`src/rtl/ss_result_sequencer.sv`:
```
// Signed result to sign-magnitude BCD via one-shift-per-clock double-dabble, paged onto a
// three-digit seven-segment driver. Optional feature macro: LEADING_ZERO_BLANK_EN.
module ss_result_sequencer #(
  parameter int unsigned WIDTH  = 16,
  parameter int unsigned DIGITS = 5
) (
  input  logic             clk,
  input  logic             rst,
  input  logic [WIDTH-1:0] in_data,
  input  logic             in_valid,
  output logic             in_ready,
  input  logic             page,
  output logic             sign,
  output logic [3:0]       BCD0,
  output logic [3:0]       BCD1,
  output logic [3:0]       BCD2,
  output logic             more,
  output logic             busy,
  output logic             done
);

  localparam int unsigned CntW = $clog2(WIDTH + 1);
  localparam int unsigned BcdW = 4 * DIGITS;

  typedef enum logic [1:0] {
    StIdle,
    StShift,
    StCommit
  } state_e;

  state_e            state_q, state_d;
  logic [CntW-1:0]   cnt_q, cnt_d;
  logic [WIDTH-1:0]  mag_q, mag_d;
  logic [BcdW-1:0]   scratch_q, scratch_d;
  logic              pend_sign_q, pend_sign_d;
  logic [BcdW-1:0]   held_q, held_d;
  logic              sign_q, sign_d;
  logic              more_q, more_d;
  logic              done_q, done_d;
  logic              page_q;

  logic [WIDTH-1:0]  in_mag;
  logic [BcdW-1:0]   adjusted;
  logic [DIGITS-1:0] blank;
  logic [3:0]        disp [DIGITS];

  // Most negative input maps to 2^(WIDTH-1), which still fits as unsigned.
  assign in_mag = in_data[WIDTH-1] ? (~in_data + {{(WIDTH-1){1'b0}}, 1'b1}) : in_data;

  always_comb begin
    adjusted = scratch_q;
    for (int i = 0; i < int'(DIGITS); i++) begin
      if (scratch_q[4*i +: 4] >= 4'd5) begin
        adjusted[4*i +: 4] = scratch_q[4*i +: 4] + 4'd3;
      end
    end
  end

  always_comb begin
    state_d     = state_q;
    cnt_d       = cnt_q;
    mag_d       = mag_q;
    scratch_d   = scratch_q;
    pend_sign_d = pend_sign_q;
    held_d      = held_q;
    sign_d      = sign_q;
    more_d      = more_q;
    done_d      = 1'b0;
    unique case (state_q)
      StIdle: begin
        if (in_valid) begin
          pend_sign_d = in_data[WIDTH-1];
          mag_d       = in_mag;
          scratch_d   = '0;
          cnt_d       = '0;
          state_d     = StShift;
        end
      end
      StShift: begin
        {scratch_d, mag_d} = {adjusted, mag_q} << 1;
        cnt_d = cnt_q + 1'b1;
        if (cnt_q == CntW'(WIDTH - 1)) begin
          state_d = StCommit;
        end
      end
      StCommit: begin
        held_d  = scratch_q;
        sign_d  = pend_sign_q;
        more_d  = |scratch_q[BcdW-1:12];
        done_d  = 1'b1;
        state_d = StIdle;
      end
      default: state_d = StIdle;
    endcase
  end

  always_ff @(posedge clk) begin
    if (rst) begin
      state_q     <= StIdle;
      cnt_q       <= '0;
      mag_q       <= '0;
      scratch_q   <= '0;
      pend_sign_q <= 1'b0;
      held_q      <= '0;
      sign_q      <= 1'b0;
      more_q      <= 1'b0;
      done_q      <= 1'b0;
      page_q      <= 1'b0;
    end else begin
      state_q     <= state_d;
      cnt_q       <= cnt_d;
      mag_q       <= mag_d;
      scratch_q   <= scratch_d;
      pend_sign_q <= pend_sign_d;
      held_q      <= held_d;
      sign_q      <= sign_d;
      more_q      <= more_d;
      done_q      <= done_d;
      page_q      <= page;
    end
  end

`ifdef LEADING_ZERO_BLANK_EN
  logic held_valid_q;
  logic seen_nz;

  // Out of reset nothing has been committed yet, so the display shows plain zeros.
  always_ff @(posedge clk) begin
    if (rst) begin
      held_valid_q <= 1'b0;
    end else if (state_q == StCommit) begin
      held_valid_q <= 1'b1;
    end
  end

  always_comb begin
    blank   = '0;
    seen_nz = 1'b0;
    for (int i = int'(DIGITS) - 1; i > 0; i--) begin
      seen_nz  = seen_nz | (held_q[4*i +: 4] != 4'd0);
      blank[i] = held_valid_q & ~seen_nz;
    end
  end
`else
  assign blank = '0;
`endif

  always_comb begin
    for (int i = 0; i < int'(DIGITS); i++) begin
      disp[i] = blank[i] ? 4'd15 : held_q[4*i +: 4];
    end
    if (!page_q) begin
      BCD2 = disp[2];
      BCD1 = disp[1];
      BCD0 = disp[0];
    end else begin
      BCD2 = 4'd15;
      BCD1 = disp[4];
      BCD0 = disp[3];
    end
  end

  assign in_ready = (state_q == StIdle);
  assign busy     = (state_q != StIdle);
  assign done     = done_q;
  assign sign     = sign_q;
  assign more     = more_q;

endmodule

```
`config.mk`:
```
export PLATFORM = sky130hd
export DESIGN_NAME = ss_result_sequencer
export DESIGN_NICKNAME = d
export VERILOG_FILES = /design/src/rtl/ss_result_sequencer.sv
export SDC_FILE = /design/constraint.sdc
export NUM_CORES = 1
export LEC_CHECK = 0
export ABC_AREA = 0
export CELL_PAD_IN_SITES_DETAIL_PLACEMENT = 1
export CELL_PAD_IN_SITES_GLOBAL_PLACEMENT = 1
export CORE_ASPECT_RATIO = 1.1
export CORE_MARGIN = 2
export CORE_UTILIZATION = 46
export CTS_CLUSTER_DIAMETER = 150
export DETAILED_ROUTE_END_ITERATION = 10
export GPL_ROUTABILITY_DRIVEN = 0
export GPL_TIMING_DRIVEN = 0
export PLACE_DENSITY = 0.85
export REMOVE_ABC_BUFFERS = 1
export SLEW_MARGIN = 20
export SYNTH_ARGS = -nofsm -noshare
export SYNTH_HDL_FRONTEND = slang
export SYNTH_SLANG_ARGS = --single-unit
```
`constraint.sdc`:
```
create_clock -name clk -period 6.41 [get_ports clk]
set_clock_uncertainty 0.15 [all_clocks]
set_input_delay 1.282 -clock clk [delete_from_list [all_inputs] [get_ports clk]]
set_output_delay 1.282 -clock clk [all_outputs]
set_load 0.005 [all_outputs]
```
### Word level (Yosys, flattened, before mapping)

Cells that the tools add are included.

| storage, ports and cells | value |
|---|---|
| logic and storage cells | 54 |
| register bits | 68 |
| input bits | 20 |
| output and inout port bits | 17 |

| operators by class | value |
|---|---|
| magnitude comparators | 5 |
| multiplexer cells | 19 |
| bitwise operators | 1 |
| add/sub/neg operators | 7 |
| equal/unequal tests | 5 |
| reductions and logical operators | 7 |

Operator list:

| kind | number |
|---|---|
| $pmux W20 S2 | 1 |
| $mux W16 | 2 |
| $pmux W16 S2 | 1 |
| $mux W4 | 7 |
| $ge A4 B3 Y1 const B | 5 |
| $mux W20 | 1 |
| $add A16 B1 Y16 const B | 1 |
| $add A4 B2 Y4 const B | 4 |
| $not A16 Y16 | 1 |
| $pmux W5 S2 | 1 |
| $reduce_or A8 Y1 | 1 |
| $reduce_and A2 Y1 | 3 |
| $add A5 B1 Y5 const B | 1 |
| $eq A5 B4 Y1 const B | 1 |
| $mux W5 | 1 |
| $mux W2 | 2 |
| $ne A2 B2 Y1 const B | 2 |
| $pmux W2 S2 | 1 |
| $reduce_bool A2 Y1 | 2 |
| $add A3 B2 Y3 const B | 1 |
| $mux W3 | 1 |
| $eq A2 B1 Y1 const B | 1 |
| $eq A2 B2 Y1 const B | 1 |
| $logic_not A2 Y1 | 1 |
| $mux W1 | 1 |

### Longest topological paths before layout

Gate-level depths: netlist (run 1).

| logic depth | value |
|---|---|
| depth in word-level cells | 5 |
| mapped depth | 6 |
| gate-level depth less buffers | 6 |

### Least setup slack after synthesis (run 1)

Ideal clock, no wire load.

| path | value |
|---|---|
| path type | input port to flip-flop |
| start point | input in_data[8] |
| end point | register mag_q[13] |
| path slack | 3.436 ns |
| data required time | 6.148 ns |
| arrival time | 2.711 ns |
| cell stages on the path | 5 |
| cell sequence | or4_4 -> buf_6 -> o41ai_4 -> xor2_1 -> a2111oi_1 |

| between the ends | value |
|---|---|
| cells in the longest elaborated chain, start to end | 5 |

RTL lines:

| element | line | RTL |
|---|---|---|
| start: declaration | 9 | `input logic [WIDTH-1:0] in_data,` |
| $not A16 Y16 | 48 | `assign in_mag = in_data[WIDTH-1] ? (~in_data + {{(WIDTH-1){1'b0}}, 1'b1}) : in_data;` |
| $add A16 B1 Y16 | 48 |  |
| $mux W16 | 48 |  |
| $mux W16 | 71 | `if (in_valid) begin` |
| $pmux W16 S2 | 69 | `unique case (state_q)` |
| end signal: assignment | 112 | `mag_q <= mag_d;` |
| end: declaration | 33 | `logic [WIDTH-1:0] mag_q, mag_d;` |

No other way between the ends. The select of a mux whose other input is x is not followed.
A chain may end at the register's enable or synchronous reset.

### Final worst setup path (run 1)

| path | value |
|---|---|
| start point | register page_q |
| end point | output BCD0[0] |

| between the ends | value |
|---|---|
| cells in the longest elaborated chain, start to end | 1 |

RTL lines:

| element | line | RTL |
|---|---|---|
| start: declaration | 40 | `logic page_q;` |
| start signal: assignment | 119 | `page_q <= page;` |
| $mux W4 | 152 | `if (!page_q) begin` |
| end: declaration | 14 | `output logic [3:0] BCD0,` |

No other way between the ends.

==> out/qor.csv, run 1 <==
metric;value;unit
clock-sinks;68;
powerDensity;248;nW/um2
ys_seq_area_share;40.6;%
worstPathRequired;4980;ps
drtIter0Drc;103;
pwr-share-comb;8.6;%
netlist_area;3350;um2
detail-route-antenna-nets;0;
start_kind;flop;
synth_cells;395;
clk_pin_slew;80;ps
wl_met3;222;um
internal_power;0.780;mW
hold_viol;0;
start_util;47.6;%
setup_viol;0;
worstSetupEndpointType;output pin;
power_switching;0.227;mW
dpl_cell_area;3780;um2
cts_tree;built;
grt-ovfl-total;0;
grt_antenna_before_repair;0;
rsz0062_at_grt;false;
grt_pass1_vias;2986;
die_w;85.4;um
via_count;2860;
min_path_type;flop to flop;
drv_slew;0;
postCtsSetupBuffers;0;
area_growth;21.0;%
fillers;804;
core_area;7050;um2
clock_latency;350;ps
first_pass_iters;4;
drv_cap;0;
io_buffers;36;
swShare;22.5;%
place_hpwl;5830;um
nNetsFinal;454;
cts_repair_resize_count;0;
period_share;52.2;%
p_seq_share;43.7;%
ys_ff_latch;68;
drc_errors;0;
ys_warn_count;0;
routedWlPerCell;16.5;um
ios;37;
ys_types;43;
clk_path_buf_depth;2;
grtUsageTotal;22.3;%
hold_buffers;0;
setup_tns;0;ps
vdd_drop_max;161;uV
top_layer_used;met4;
grt_max_degree;38;
die_h;93.5;um
p_clk_share;47.7;%
htree_num_levels;3;
via_per_inst;5.62;
drive_above_1_share;10.1;%
die_area;7990;um2
slew-limit-headroom;37.2;%
status;finished, final reports clean;
numCtsBuffers;9;
routed-wl-met2;4290;um
worst_pin_slew;939;ps
syn_avg_cell_area;8.49;um2
fin_area;4060;um2
drt-met1-wl;3700;um
crit_fanout;12;
worstSetupPathType;flop to output pin;
grt_pass1_wl;14200;um
leakagePower;1.51;nW
wl;8380;um
rows;32;
worstPathArrival;1910;ps
antenna_cells;0;
max_freq;299;MHz
finalCriticalPeriod;3340;ps
clock-root-buffer;clkbuf_8;
-- per-stage QoR --
step / setup slack [ps] / power [mW] / hold slack, ps / utilization (%) / instances
after CTS: 3020 / 1.01 / 307 / 57.6 / 509
after global placement: 1810 / 0.529 / 288 / 52.7 / 489
after detailed placement: 2930 / 0.537 / 297 / 53.7 / 493
final: 3070 / 1.01 / 305 / 57.6 / 509
after floorplan: 3490 / 0.490 / 276 / - / 368
after global routing: 2980 / 1.04 / 330 / 57.6 / 509
-- final timing paths --
| kind | startpoint | to | slack, ps | cells past startpoint |
|---|---|---|---|---|
| worst max-delay path | page_q | BCD0[0] | 3070 | 2 |
| worst min-delay path | held_q[10] | held_q[10] | 300 | 2 |
| worst max register to register | state_q[0] | scratch_q[18] | 4070 | 3 |
| worst min register to register | held_q[10] | held_q[10] | 300 | 2 |
-- Yosys cell counts, drive strengths merged --
library cell | count | area [um2]
ha | 15 | 188
or4b | 1 | 13.8
nand3b | 1 | 7.51
dfxtp | 68 | 1360
mux2i | 5 | 50.1
o31ai | 4 | 30.0
xnor2 | 7 | 61.3
and2 | 4 | 25.0
or2 | 6 | 37.5
nor2 | 19 | 71.3
nand3 | 8 | 40.0
a21oi | 46 | 230
or4 | 3 | 26.3
or3 | 4 | 25.0
nand2b | 8 | 50.1
a31oi | 2 | 12.5
o21ai | 17 | 85.1
buf | 6 | 30.0
xor2 | 13 | 114
mux2 | 9 | 101
nor2b | 5 | 31.3
o21bai | 1 | 7.51
a21boi | 1 | 7.51
a22o | 10 | 87.6
nand4 | 3 | 18.8
a222oi | 2 | 20.0
o41ai | 4 | 61.3
inv | 14 | 52.6
nor4 | 2 | 12.5
nor3b | 2 | 15.0
nor3 | 5 | 25.0
clkbuf | 21 | 78.8
and3 | 7 | 43.8
nand2 | 53 | 199
or3b | 1 | 8.76
o22ai | 11 | 68.8
a2111oi | 1 | 10.0
a22oi | 6 | 45.0
-- sequential cells by signal (all words and copies together) (netlist names) --
| signal | cells |
|---|---|
| pend_sign_q | 1 |
| cnt_q | 5 |
| page_q | 1 |
| scratch_q | 20 |
| sign | 1 |
| more | 1 |
| state_q | 2 |
| mag_q | 16 |
| held_q | 20 |
| done | 1 |
-- critical path, stage by stage, from the launching register on --
cell             delay (ps)
dfxtp_1                 700
mux2_2                  410
clkdlybuf4s50_1         450
-- cell usage in the layout, fill, tap and decap left out, types with 2 or more instances in the layout --
cell type | netlist | routed
nor2b_1 | 5 | 3
nor3b_1 | 2 | 2
a21oi_1 | 46 | 46
clkinvlp_4 | 0 | 2
nor2_1 | 19 | 19
nand3_1 | 8 | 8
nand4_1 | 3 | 3
o41ai_1 | 2 | 2
dfxtp_1 | 68 | 68
o31ai_1 | 4 | 4
and3_1 | 7 | 7
or2_2 | 5 | 5
mux2i_1 | 5 | 5
or3_1 | 4 | 4
a22o_1 | 10 | 10
xnor2_1 | 7 | 7
ha_1 | 15 | 15
o21ai_0 | 17 | 17
clkbuf_8 | 0 | 10
o22ai_1 | 11 | 11
mux2_2 | 9 | 9
a31oi_1 | 2 | 2
a22oi_1 | 6 | 6
clkdlybuf4s50_1 | 0 | 35
buf_8 | 0 | 2
or4_1 | 2 | 2
nor2b_2 | 0 | 2
inv_1 | 14 | 14
nand2_1 | 53 | 53
nor4_1 | 2 | 2
bufinv_16 | 0 | 4
xor2_1 | 13 | 13
a222oi_1 | 2 | 2
and2_1 | 4 | 4
nand2b_1 | 8 | 8
nor3_1 | 5 | 5
-- per-layer routing --
layer / vias up / GRT usage, %
li1: 1427 / -
met1: 1375 / 26.4
met2: 47 / 39.7
met3: 11 / 3.35
met4: 0 / 9.92
met5: - / 0
-- power groups by stage --
stage | Clock [mW] | Combinational, mW | Sequential, mW
after detailed placement | 0 | 0.0875 | 0.450
after floorplan | 0 | 0.0425 | 0.447
final | 0.480 | 0.0869 | 0.440
after global routing | 0.508 | 0.0954 | 0.441
after global placement | 0 | 0.0803 | 0.449
after CTS | 0.486 | 0.0879 | 0.440
-- logic make-up after synthesis --
| kind of cell | after synthesis | synth area share [%] |
|---|---|---|
| simple gates | 132 | 19.4 |
| mux | 14 | 4.52 |
| fa+ha+maj | 15 | 5.60 |
| xor+xnor | 20 | 5.22 |
| compound gates | 105 | 19.9 |
| flops | 68 | 40.6 |
| buf+inv | 41 | 4.81 |
-- final cells by class --
cell class                      count  area [um2]  area share, %
Timing Repair Buffer               40         424           10.5
Inverter                           14        52.6           1.30
Multi-Input combinational cell    286        1840           45.3
Tap cell                           85         106           2.62
Clock buffer                       10         138           3.39
Sequential cell                    68        1360           33.6
Clock inverter                      6         135           3.33
(Power assumes the default switching activity.)
==> inputs of run 2 (changes only) <==
Settings changed: CORE_UTILIZATION 46 to 42, PLACE_DENSITY 0.85 to 0.79.
Clock period 6.41 ns to 3.3 ns, I/O delays scaled along.
==> out/qor.csv, run 2 (synthesized netlist as in run 1, its figures left out) <==
metric;value;unit;change
r2r_setup_slack;1060;ps;-3010 ps
cts_repair_resize_count;0;;unchanged
drtIter0Drc;86;;-17%
start_util;42.8;%;-4.7 points
worstSetupPathType;flop to output pin;;
clock-sinks;68;;unchanged
drive_above_1_share;10.1;%;unchanged
antenna_cells;0;;unchanged
worstSetupEndpointType;output pin;;
drc_errors;0;;unchanged
dpl.cell_count;516;;+4.7%
grt_pass1_vias;2905;;-2.7%
grt_max_degree;33;;-13%
nNetsFinal;454;;unchanged
whs;305;ps;+0.560 ps
area_growth;21.0;%;about the same
vdd_drop_max;225;uV;+39%
r2r-end;scratch_q[18];;
rsz0062_at_grt;false;;
grtUsageTotal;19.7;%;-2.7 points
powerDensity;461;nW/um2;+86%
stdcell_count;532;;+4.5%
rows;34;;+6.3%
r2r_start;state_q[0];;
clk_pin_slew;80;ps;about the same
leakagePower;1.50;nW;-0.50%
worstPathRequired;2490;ps;-2490 ps
min_path_type;flop to flop;;
via_count;2855;;-0.17%
cts_tree;built;;
clk_path_buf_depth;2;;unchanged
fin_area;4060;um2;about the same
max_freq;380;MHz;
worstPathArrival;1820;ps;-90 ps
drv_slew;0;;unchanged
grt_pass1_wl;13600;um;-3.9%
setup_tns;0;ps;unchanged
finalCriticalPeriod;2630;ps;
status;finished, final reports clean;;
routedWlPerCell;15.1;um;-8.3%
core_area;7830;um2;+11%
whs_path_depth;2;;unchanged
via_per_inst;5.37;;-4.5%
ios;37;;unchanged
drv_cap;0;;unchanged
clock-root-buffer;clkbuf_8;;
wl;8030;um;-4.2%
postCtsSetupBuffers;0;;unchanged
first_pass_iters;6;;+2
top_regs;held_q x20, scratch_q x20, mag_q x16;;
die_h;97.7;um;+4.5%
htree_num_levels;3;;unchanged
setup_viol;0;;unchanged
layout_commonest_cell;dfxtp_1;;
slew-limit-headroom;43.9;%;+6.7 points
critPathLaunch;page_q;;
grt_antenna_before_repair;0;;unchanged
hold_viol;0;;unchanged
clock_latency;350;ps;about the same
worst_pin_slew;841;ps;-97.5 ps
final_cell_mix;dfxtp_1 (68), nand2_1 (53), a21oi_1 (46);;
io_buffers;36;;unchanged
min-delay-start;held_q[9];;
reg2regPathDepth;3;;unchanged
numCtsBuffers;9;;unchanged
grt-ovfl-total;0;;unchanged
dpl_cell_area;3810;um2;+0.66%
die_area;8720;um2;+9.1%
crit_fanout;12;;unchanged
place_ws;419;ps;-2510 ps
timing.final.ws_setup;669;ps;-2400 ps
detail-route-antenna-nets;0;;unchanged
place_hpwl;5660;um;-3.1%
start_kind;flop;;
hold_buffers;0;;unchanged
period_share;79.7;%;
min_to;held_q[9];;
die_w;89.2;um;+4.4%
## run 2: changes by cell type in the layout (fill, tap and decap cells not counted), sizes merged
cell,change
bufinv,-1
clkinvlp,-1
clkinv,+2
## run 2: layout make-up
type,instances,area [um2]
clock buffer,10,138
clock inverter,6,111
fill,931,3770
inverter,14,52.6
multi-input combinational,286,1840
sequential,68,1360
tap,108,135
timing repair buffer,40,420
## run 2: worst max path at each step
stage,cells after the start,slack [ps],end
3_5_place_dp,5,420,mag_q[13]
5_1_grt,2,540,BCD1[2]
3_3_place_gp,3,-670,state_q[1]
6_report,2,670,BCD0[2]
4_1_cts,2,620,BCD0[2]
2_1_floorplan,4,1000,mag_q[13]
## run 2: per-stage QoR
| step | power (mW) | util, % |
|---|---|---|
| 2_1_floorplan | 0.951 | - |
| 3_3_place_gp | 1.03 | 47.8 |
| 3_5_place_dp | 1.04 | 48.7 |
| 4_1_cts | 1.89 | 51.8 |
| 5_1_grt | 1.94 | 51.8 |
| 6_report | 1.87 | 51.8 |
## run 2: critical path, stage by stage, from the launching register on
cell	delay, ps
dfxtp_1	630
mux2_2	400
clkdlybuf4s50_1	440
## run 2: where the power goes
group / switching (mW) / internal [mW] / leakage, nW
Clock: 0.327 / 0.522 / 0.122
Combinational: 0.0916 / 0.0751 / 0.829
Sequential: 0.0143 / 0.840 / 0.551
Total: 0.433 / 1.44 / 1.50
## run 2: layer usage
metal / routed length (um) / vias to the layer above / track usage, % / part of all wire [%]
li1: - / 1428 / - / -
met1: 3720 / 1364 / 25.4 / 46
met2: 3960 / 52 / 32.6 / 49
met3: 244 / 11 / 4.08 / 3.0
met4: 112 / 0 / 6.08 / 1.4
met5: 0 / - / 0 / 0
